File: src/rtl/fft_pkg.sv
// Shared types and helpers for the bit-reversal reorder buffer:
// per-bank fill state, index-width helper and index bit mirroring.
package fft_pkg;

  typedef enum logic {
    EMPTY = 1'b0,
    FULL  = 1'b1
  } bank_state_t;

  function automatic int idx_width(input int samples);
    return (samples <= 2) ? 1 : $clog2(samples);
  endfunction

  // Mirror the low nbits of idx (bit 0 becomes bit nbits-1).
  function automatic int bitrev(input int idx, input int nbits);
    int r;
    r = 0;
    for (int i = 0; i < nbits; i++) begin
      r = (r << 1) | ((idx >> i) & 1);
    end
    return r;
  endfunction

endpackage

File: src/rtl/reorder_bank.sv
// One SAMPLES x WIDTH frame buffer: synchronous indexed write,
// combinational indexed read.
module reorder_bank
  import fft_pkg::*;
#(
  parameter int SAMPLES = 4,
  parameter int WIDTH   = 3
) (
  input  logic                          clk,
  input  logic                          wr_en,
  input  logic [idx_width(SAMPLES)-1:0] wr_idx,
  input  logic [WIDTH-1:0]              wr_data,
  input  logic [idx_width(SAMPLES)-1:0] rd_idx,
  output logic [WIDTH-1:0]              rd_data
);

  logic [WIDTH-1:0] mem_reg [SAMPLES];

  always_ff @(posedge clk) begin
    if (wr_en) begin
      mem_reg[wr_idx] <= wr_data;
    end
  end

  assign rd_data = mem_reg[rd_idx];

endmodule

File: src/rtl/bit_reverse_reorder.sv
// Ping-pong frame buffer that drains each frame in bit-reversed index order.
// Optional BIT_REVERSE_NATURAL_MODE_EN adds a per-frame natural-order drain.
module bit_reverse_reorder
  import fft_pkg::*;
#(
  parameter int SAMPLES = 4,
  parameter int WIDTH   = 3
) (
  input  logic             clk,
  input  logic             rst,
`ifdef BIT_REVERSE_NATURAL_MODE_EN
  input  logic             natural_mode,
`endif
  input  logic [WIDTH-1:0] in_data,
  input  logic             in_valid,
  output logic             in_ready,
  output logic [WIDTH-1:0] out_data,
  output logic             out_valid,
  input  logic             out_ready,
  output logic             out_last
);

  localparam int IW = idx_width(SAMPLES);
  localparam logic [IW-1:0] LAST_IDX = IW'(SAMPLES - 1);

  logic [IW-1:0]    wr_idx_reg;
  logic [IW-1:0]    rd_idx_reg;
  logic             wr_bank_reg;
  logic             rd_bank_reg;
  logic [1:0]       full_vec;
  logic [1:0]       nat_vec;
  logic [IW-1:0]    rev_idx;
  logic [IW-1:0]    rd_addr;
  logic [WIDTH-1:0] bank_rd_data [2];
  logic             in_xfer;
  logic             out_xfer;

  // Handshake outputs depend only on registered bank state.
  assign in_ready  = !full_vec[wr_bank_reg];
  assign out_valid = full_vec[rd_bank_reg];
  assign out_last  = out_valid && (rd_idx_reg == LAST_IDX);
  assign in_xfer   = in_valid && in_ready;
  assign out_xfer  = out_valid && out_ready;

  assign rev_idx  = IW'(bitrev(int'(rd_idx_reg), IW));
  assign rd_addr  = nat_vec[rd_bank_reg] ? rd_idx_reg : rev_idx;
  assign out_data = bank_rd_data[rd_bank_reg];

  always_ff @(posedge clk) begin
    if (rst) begin
      wr_idx_reg  <= '0;
      rd_idx_reg  <= '0;
      wr_bank_reg <= 1'b0;
      rd_bank_reg <= 1'b0;
    end else begin
      if (in_xfer) begin
        wr_idx_reg <= (wr_idx_reg == LAST_IDX) ? '0 : wr_idx_reg + IW'(1);
        if (wr_idx_reg == LAST_IDX) begin
          wr_bank_reg <= !wr_bank_reg;
        end
      end
      if (out_xfer) begin
        rd_idx_reg <= out_last ? '0 : rd_idx_reg + IW'(1);
        if (out_last) begin
          rd_bank_reg <= !rd_bank_reg;
        end
      end
    end
  end

  generate
    for (genvar gi = 0; gi < 2; gi++) begin : g_bank
      localparam logic BANK_ID = 1'(gi);

      bank_state_t state_reg;
      logic        nat_reg;
      logic        wr_here;

      assign wr_here      = in_xfer && (wr_bank_reg == BANK_ID);
      assign full_vec[gi] = (state_reg == FULL);

      // A bank is only written while EMPTY and only drained while FULL,
      // so fill and drain never target the same bank on one edge.
      always_ff @(posedge clk) begin
        if (rst) begin
          state_reg <= EMPTY;
        end else if (wr_here && (wr_idx_reg == LAST_IDX)) begin
          state_reg <= FULL;
        end else if (out_xfer && out_last && (rd_bank_reg == BANK_ID)) begin
          state_reg <= EMPTY;
        end
      end

`ifdef BIT_REVERSE_NATURAL_MODE_EN
      always_ff @(posedge clk) begin
        if (rst) begin
          nat_reg <= 1'b0;
        end else if (wr_here && (wr_idx_reg == '0)) begin
          nat_reg <= natural_mode;
        end
      end
`else
      assign nat_reg = 1'b0;
`endif
      assign nat_vec[gi] = nat_reg;

      reorder_bank #(
        .SAMPLES(SAMPLES),
        .WIDTH  (WIDTH)
      ) u_bank (
        .clk    (clk),
        .wr_en  (wr_here),
        .wr_idx (wr_idx_reg),
        .wr_data(in_data),
        .rd_idx (rd_addr),
        .rd_data(bank_rd_data[gi])
      );
    end
  endgenerate

endmodule

File: config.mk
export PLATFORM = sky130hd
export DESIGN_NAME = bit_reverse_reorder
export DESIGN_NICKNAME = d
export VERILOG_FILES = /design/src/rtl/fft_pkg.sv /design/src/rtl/reorder_bank.sv /design/src/rtl/bit_reverse_reorder.sv
export SDC_FILE = /design/constraint.sdc
export NUM_CORES = 1
export LEC_CHECK = 0
export CAP_MARGIN = 20
export CORE_ASPECT_RATIO = 2
export CORE_MARGIN = 1
export CORE_UTILIZATION = 46
export CTS_CLUSTER_DIAMETER = 50
export DETAILED_ROUTE_END_ITERATION = 16
export PLACE_DENSITY = 0.74
export SLEW_MARGIN = 30
export SYNTH_ARGS = -nofsm -noshare
export SYNTH_HDL_FRONTEND = slang
export SYNTH_SLANG_ARGS = --single-unit
File: constraint.sdc
create_clock -name clk -period 2.98 [get_ports clk]
set_input_delay 0.298 -clock clk [delete_from_list [all_inputs] [get_ports clk]]
set_output_delay 0.298 -clock clk [all_outputs]
set_load 0.05 [all_outputs]
==> metrics.txt, run 1 <==
Total Neg Setup Slack=0 ps; placeable core region=2940 µm²; first drt pass iteration count=3; Synth Area in Simple Gates=0.106; async set-or-reset flop fraction in the synthesized netlist=0; clock buffer depth=2; complex-gate fraction of the synthesized area=0.0389; leading post-synthesis cells by cell area=sky130_fd_sc_hd__edfxtp_1, sky130_fd_sc_hd__dfxtp_1, sky130_fd_sc_hd__mux4_1, sky130_fd_sc_hd__ha_1, sky130_fd_sc_hd__mux2_2; status=complete, no violations; top achievable clock speed=371 MHz; dominant cell type by area after synthesis=sky130_fd_sc_hd__edfxtp_1; arrival time worst endpoint=2400 ps; Avg WL per Cell=17.1 µm; maximum fanout along the worst path=8; Mean Syn Cell Area=14.7 µm²; arithmetic-cell share of the synthesized area counting full adders, half adders and majority gates=0.0442; number of global-route vias before repair=809; Data required, critical path=2680 ps; clock buffer count from CTS=5; pin count of the biggest net entering global routing=11; register-to-register setup slack=1510 ps; hold bufs inserted after CTS=0; Final Slew Violations=0; largest family of logic cells by synthesized area=multiplexers; # setup viols final=0; Worst Setup Start Kind=flop; PwrDens=548 nW/µm²; horizontal die dimension=41.2 µm; Routed Wire Length=2390 µm; wire length of the first global-routing pass=3660 µm; buffer count from post-CTS setup fixing=0; min Tclk post-route=2700 ps; class of the tightest hold or removal check=reg2reg; weighted congestion at the end of routability-driven global placement=0.800; GRT Residual Overflow=0; share of the synthesized area in the top cell type=0.509; clock latency on the worst-skew pair=280 ps; max reg flops=24; synthesized area=1420 µm²; total of flip-flops plus latches after synthesis=32; DRC errors left=0; library cell used as clock root buffer=sky130_fd_sc_hd__clkbuf_8; count of max-cap constraint violations=0; P&R area growth vs syn=14.9%; clock-pin slew on the worst setup and hold paths=60 ps; CTS-repair resized insts=0; Leak Pwr=0.557 nW; worst slew margin relative to its limit=0.671; final hold viol count=0; clock tree from TritonCTS=yes; share of the cycle needed by the critical path after routing=0.906; ratio of cells with drive above 1 in the final layout=0.0909; EDFF count, synth=24; H-Tree Level Count=2; sink count of the clock tree=32; synthesized instance count=96; Avg Vias per Cell=5.76; cell area after placement=1540 µm²; endpoint class of the critical path=output pin; Setup Crit Path Kind=reg2out; Worst-Margin Slew=492 ps; antenna violations before repair=0; number of unique standard cell types used by synthesis=25; Rows=28; Starting Density=0.481; Max rail drop VDD=0.000445 V; drt initial violations=14; # IOs=13; overall via count from detail_route=806; final worst clock skew=3.52 ps; total inserted antenna cells=0; RSZ-0062 raised after global routing=no; Yosys warning total=0; portion of the post-synthesis area used by sequential elements=0.622; Synthesized Nets=108; multiplexer share of the synthesized area=0.149; post-synthesis xor/xnor area fraction=0; PnR Total Power=0.892 mW; number of nets with antenna violations after detailed routing=0; height of the die=80.4 µm; area of all placed cells without fillers=1630 µm²; Total Routing Usage GR=0.178; area enclosed by the die boundary=3320 µm²; ys flop type=sky130_fd_sc_hd__edfxtp_1; number of nets in the finished design=121; Post-DP HPWL=1880 µm; quantity of I/O buffers inserted on ports=12
## logic make-up after synthesis
family / Yosys count
muxes: 11
adders and majority gates: 5
DFF: 32
buffers and inverters: 11
AOI/OAI and AO/OA: 10
and+or+nand+nor: 27
## worst max-delay path, stage by stage (launching register included)
cell                              delay (ps)
sky130_fd_sc_hd__dfxtp_1                 540
sky130_fd_sc_hd__mux4_1                  610
sky130_fd_sc_hd__mux2_2                  280
sky130_fd_sc_hd__clkdlybuf4s50_1         700
## layout by cell type, fill, tap and decap left out, drive strengths merged, types with 2 or more instances in the layout
| master | count |
|---|---|
| o31ai | 2 |
| clkdlybuf4s50 | 12 |
| edfxtp | 24 |
| nand3 | 4 |
| a21oi | 6 |
| nor3 | 4 |
| dfxtp | 8 |
| clkbuf | 7 |
| nor2 | 5 |
| inv | 5 |
| ha | 5 |
| o21ai | 2 |
| nand4b | 3 |
| mux2i | 2 |
| mux4 | 6 |
| nand2 | 5 |
| mux2 | 3 |
| and2 | 2 |
## cell usage after synthesis (2+ instances only)
cell type and count:
sky130_fd_sc_hd__o31ai_1 2, sky130_fd_sc_hd__nor3_1 4, sky130_fd_sc_hd__mux2_2 3, sky130_fd_sc_hd__nand2_1 5, sky130_fd_sc_hd__and2_1 2, sky130_fd_sc_hd__nand3_1 4
sky130_fd_sc_hd__ha_1 5, sky130_fd_sc_hd__clkbuf_1 2, sky130_fd_sc_hd__dfxtp_1 8, sky130_fd_sc_hd__nand4b_1 3, sky130_fd_sc_hd__nor2_1 5, sky130_fd_sc_hd__o21ai_0 2
sky130_fd_sc_hd__mux4_1 6, sky130_fd_sc_hd__edfxtp_1 24, sky130_fd_sc_hd__a21oi_1 6, sky130_fd_sc_hd__mux2i_1 2, sky130_fd_sc_hd__inv_1 5
## metrics by stage
step           setup slack (ps)  hold WS [ps]  cells   util
2_1_floorplan              1130           397     96      -
3_3_place_gp                590           517    132  0.522
3_5_place_dp                550           518    132  0.522
4_1_cts                     249           528    140  0.553
5_1_grt                     180           548    140  0.553
6_report                    281           525    140  0.553
## report_power, final
| part | switching [mW] | total, mW | internal [mW] | leakage, nW |
|---|---|---|---|---|
| logic | 0.0396 | 0.0662 | 0.0265 | 0.228 |
| registers | 0.00537 | 0.496 | 0.490 | 0.283 |
| clock network | 0.146 | 0.330 | 0.185 | 0.0459 |
| total | 0.191 | 0.892 | 0.701 | 0.557 |
## path summary, 6_finish.rpt
path                                          from                          endpoint  cells past startpoint
hold reg to reg   g_bank[1].state_reg$_SDFFE_PP0P_  g_bank[1].state_reg$_SDFFE_PP0P_                      2
hold / removal    g_bank[1].state_reg$_SDFFE_PP0P_  g_bank[1].state_reg$_SDFFE_PP0P_                      2
setup reg to reg        rd_idx_reg[1]$_SDFFE_PP0N_        rd_idx_reg[0]$_SDFFE_PP0N_                      3
setup / recovery        rd_idx_reg[1]$_SDFFE_PP0N_                       out_data[2]                      3
## metal layers
layer	track usage	part of all wire	vias to the layer above
met5	0	0	-
met2	0.325	0.62	11
li1	-	-	392
met4	0.106	0.029	0
met1	0.146	0.33	397
met3	0.0497	0.022	6
## final cells by class
| class | count | area (µm²) |
|---|---|---|
| Sequential cell | 32 | 881 |
| Multi-Input combinational cell | 53 | 479 |
| Clock buffer | 7 | 86.3 |
| Clock inverter | 1 | 3.75 |
| Inverter | 5 | 18.8 |
| Timing Repair Buffer | 12 | 120 |
| Fill cell | 244 | 1320 |
| Tap cell | 30 | 37.5 |
No activity file was read; power rests on OpenSTA's default activity.
==> run 2: changes to the inputs <==
--- a/config.mk
+++ b/config.mk
@@ -11,8 +11,9 @@
 export CORE_UTILIZATION = 46
 export CTS_CLUSTER_DIAMETER = 50
 export DETAILED_ROUTE_END_ITERATION = 16
+export MAX_ROUTING_LAYER = met4
 export PLACE_DENSITY = 0.74
-export SLEW_MARGIN = 30
+export SLEW_MARGIN = 20
 export SYNTH_ARGS = -nofsm -noshare
 export SYNTH_HDL_FRONTEND = slang
 export SYNTH_SLANG_ARGS = --single-unit
==> run 2 against run 1 <==
Net effect:
- routed wire length down 0.25%
- critical path depth stayed put
- worst hold slack about the same
- clock power is essentially flat
- critical endpoint unchanged
==> metrics.txt, run 2 (synthesis gave the netlist of run 1 again) <==
endpoint class of the critical path=output pin; first drt pass iteration count=4 (+1); pre-CTS setup slack=550 ps (unchanged); pin count of the biggest net entering global routing=11 (unchanged); CP top delay family=multiplexers; library cell used as clock root buffer=sky130_fd_sc_hd__clkbuf_8; clock network power share=0.370 (about the same); PwrDens=548 nW/µm² (about the same); count of buffer and inverter cells on the critical path=1 (unchanged); clock buffer count from CTS=5 (unchanged); clock buffer depth=2 (unchanged); Data required, critical path=2680 ps (about the same); quantity of I/O buffers inserted on ports=12 (unchanged); Post-DP HPWL=1880 µm (unchanged); register-to-register setup slack=1510 ps (about the same); buffer count from post-CTS setup fixing=0 (unchanged); number of cells on the worst reg-to-reg path=3 (unchanged); Total Routing Usage GR=0.182 (+0.00373); CTS-repair resized insts=0 (unchanged); sequential power share=0.556 (about the same); clock latency on the worst-skew pair=280 ps (about the same); top achievable clock speed=371 MHz (about the same); commonest cells after routing, fill and taps aside=sky130_fd_sc_hd__edfxtp_1, sky130_fd_sc_hd__clkdlybuf4s50_1, sky130_fd_sc_hd__dfxtp_1; maximum fanout along the worst path=8 (unchanged); min Tclk post-route=2700 ps (-0.694 ps); Setup Crit Path Kind=reg2out; wire length of the first global-routing pass=3650 µm (-0.35%); H-Tree Level Count=2 (unchanged); weighted congestion at the end of routability-driven global placement=0.811 (+1.4%); ordered list of cells on the worst path=mux4_1, mux2_2, clkdlybuf4s50_1; clock-pin slew on the worst setup and hold paths=60 ps (about the same); critical path's largest stage delay=700 ps (about the same); drt initial violations=15 (+1); final hold viol count=0 (unchanged); Worst path depth=3 (unchanged); overall via count from detail_route=806 (unchanged); count of max-cap constraint violations=0 (unchanged); Avg Vias per Cell=5.76 (unchanged); Routed Wire Length=2390 µm (-0.25%); crit path setup slack, layout=282 ps (+0.694 ps); Avg WL per Cell=17.0 µm (-0.25%); horizontal die dimension=41.2 µm (unchanged); Sw Share=0.213 (-0.000462); number of nets in the finished design=121 (unchanged); area enclosed by the die boundary=3320 µm² (unchanged); count of cells along the worst hold path=2 (unchanged); ratio of cells with drive above 1 in the final layout=0.0909 (unchanged); GRT Residual Overflow=0 (unchanged); Final Slew Violations=0 (unchanged); height of the die=80.4 µm (unchanged); internal power component=0.701 mW (about the same); # setup viols final=0 (unchanged); clock tree from TritonCTS=yes; Rows=28 (unchanged); P&R area growth vs syn=14.9% (unchanged); # IOs=13 (unchanged); hold bufs inserted after CTS=0 (unchanged); final worst clock skew=3.46 ps (-0.0588 ps); Total Neg Setup Slack=0 ps (unchanged); total net switching power=0.190 mW (-0.27%); number of global-route vias before repair=811 (+0.25%); sink count of the clock tree=32 (unchanged); total inserted antenna cells=0 (unchanged); arrival time worst endpoint=2400 ps (about the same); number of nets with antenna violations after detailed routing=0 (unchanged); RSZ-0062 raised after global routing=no; max reg flops=24 (unchanged); Starting Density=0.481 (unchanged); fraction of power consumed by combinational cells=0.074 (about the same); class of the tightest hold or removal check=reg2reg; placeable core region=2940 µm² (unchanged); worst slew margin relative to its limit=0.671 (unchanged); Leak Pwr=0.557 nW (unchanged); slowest cell on the critical path=sky130_fd_sc_hd__clkdlybuf4s50_1; Worst Setup Start Kind=flop; Max rail drop VDD=0.000445 V (about the same); DRC errors left=0 (unchanged); status=complete, no violations; commonest non-fill, non-tap cell in the layout=sky130_fd_sc_hd__edfxtp_1; antenna violations before repair=0 (unchanged); Worst-Margin Slew=492 ps (unchanged); share of the cycle needed by the critical path after routing=0.905 (about the same)
## run 2: cell counts in the layout (fill, tap and decap cells not counted)
Identical to the previous run, type by type.
## run 2: routing by layer
layer | routed length, µm | share of wire | vias up | global-route usage
met3 | 53 | 0.022 | 6 | 0.0497
met2 | 1480 | 0.62 | 11 | 0.325
met1 | 780 | 0.33 | 397 | 0.144
met4 | 70 | 0.029 | 0 | 0.106
li1 | - | - | 392 | -
met5 | 0 | 0 | - | -
## run 2: final timing paths
| path | from | to |
|---|---|---|
| worst max-delay path | rd_idx_reg[1]$_SDFFE_PP0N_ | out_data[2] |
| worst min-delay path | g_bank[1].state_reg$_SDFFE_PP0P_ | g_bank[1].state_reg$_SDFFE_PP0P_ |
| worst max register to register | rd_idx_reg[1]$_SDFFE_PP0N_ | rd_idx_reg[0]$_SDFFE_PP0N_ |
| worst min register to register | g_bank[1].state_reg$_SDFFE_PP0P_ | g_bank[1].state_reg$_SDFFE_PP0P_ |
## run 2: through the flow
step | util | instance area (µm²) | total power [mW] | hold WS [ps] | std cells
2_1_floorplan | - | 1420 | 0.543 | 397 | 96
3_3_place_gp | 0.522 | 1540 | 0.567 | 517 | 132
3_5_place_dp | 0.522 | 1540 | 0.572 | 518 | 132
4_1_cts | 0.553 | 1630 | 0.896 | 528 | 140
5_1_grt | 0.553 | 1630 | 0.922 | 548 | 140
6_report | 0.553 | 1630 | 0.892 | 525 | 140
## run 2: layout make-up
class	instances	area (µm²)
fillers	244	1320
flip-flops and latches	32	881
multi-input cells	53	479
repair buffers	12	120
clock buffers	7	86.3
well taps	30	37.5
inverters	5	18.8
clock inverters	1	3.75
## run 2: worst register-to-register path: stages, from the launching register on
cell                      delay, ps
sky130_fd_sc_hd__dfxtp_1        410
sky130_fd_sc_hd__ha_1           320
sky130_fd_sc_hd__or4_1          530
sky130_fd_sc_hd__a21oi_1        130
## run 2: power groups by stage
stage          Sequential, mW  Clock (mW)  Combinational, mW
4_1_cts                 0.496       0.334             0.0666
6_report                0.496       0.330             0.0661
3_3_place_gp            0.504           0             0.0632
2_1_floorplan           0.502           0             0.0410
3_5_place_dp            0.505           0             0.0664
5_1_grt                 0.497       0.353             0.0724
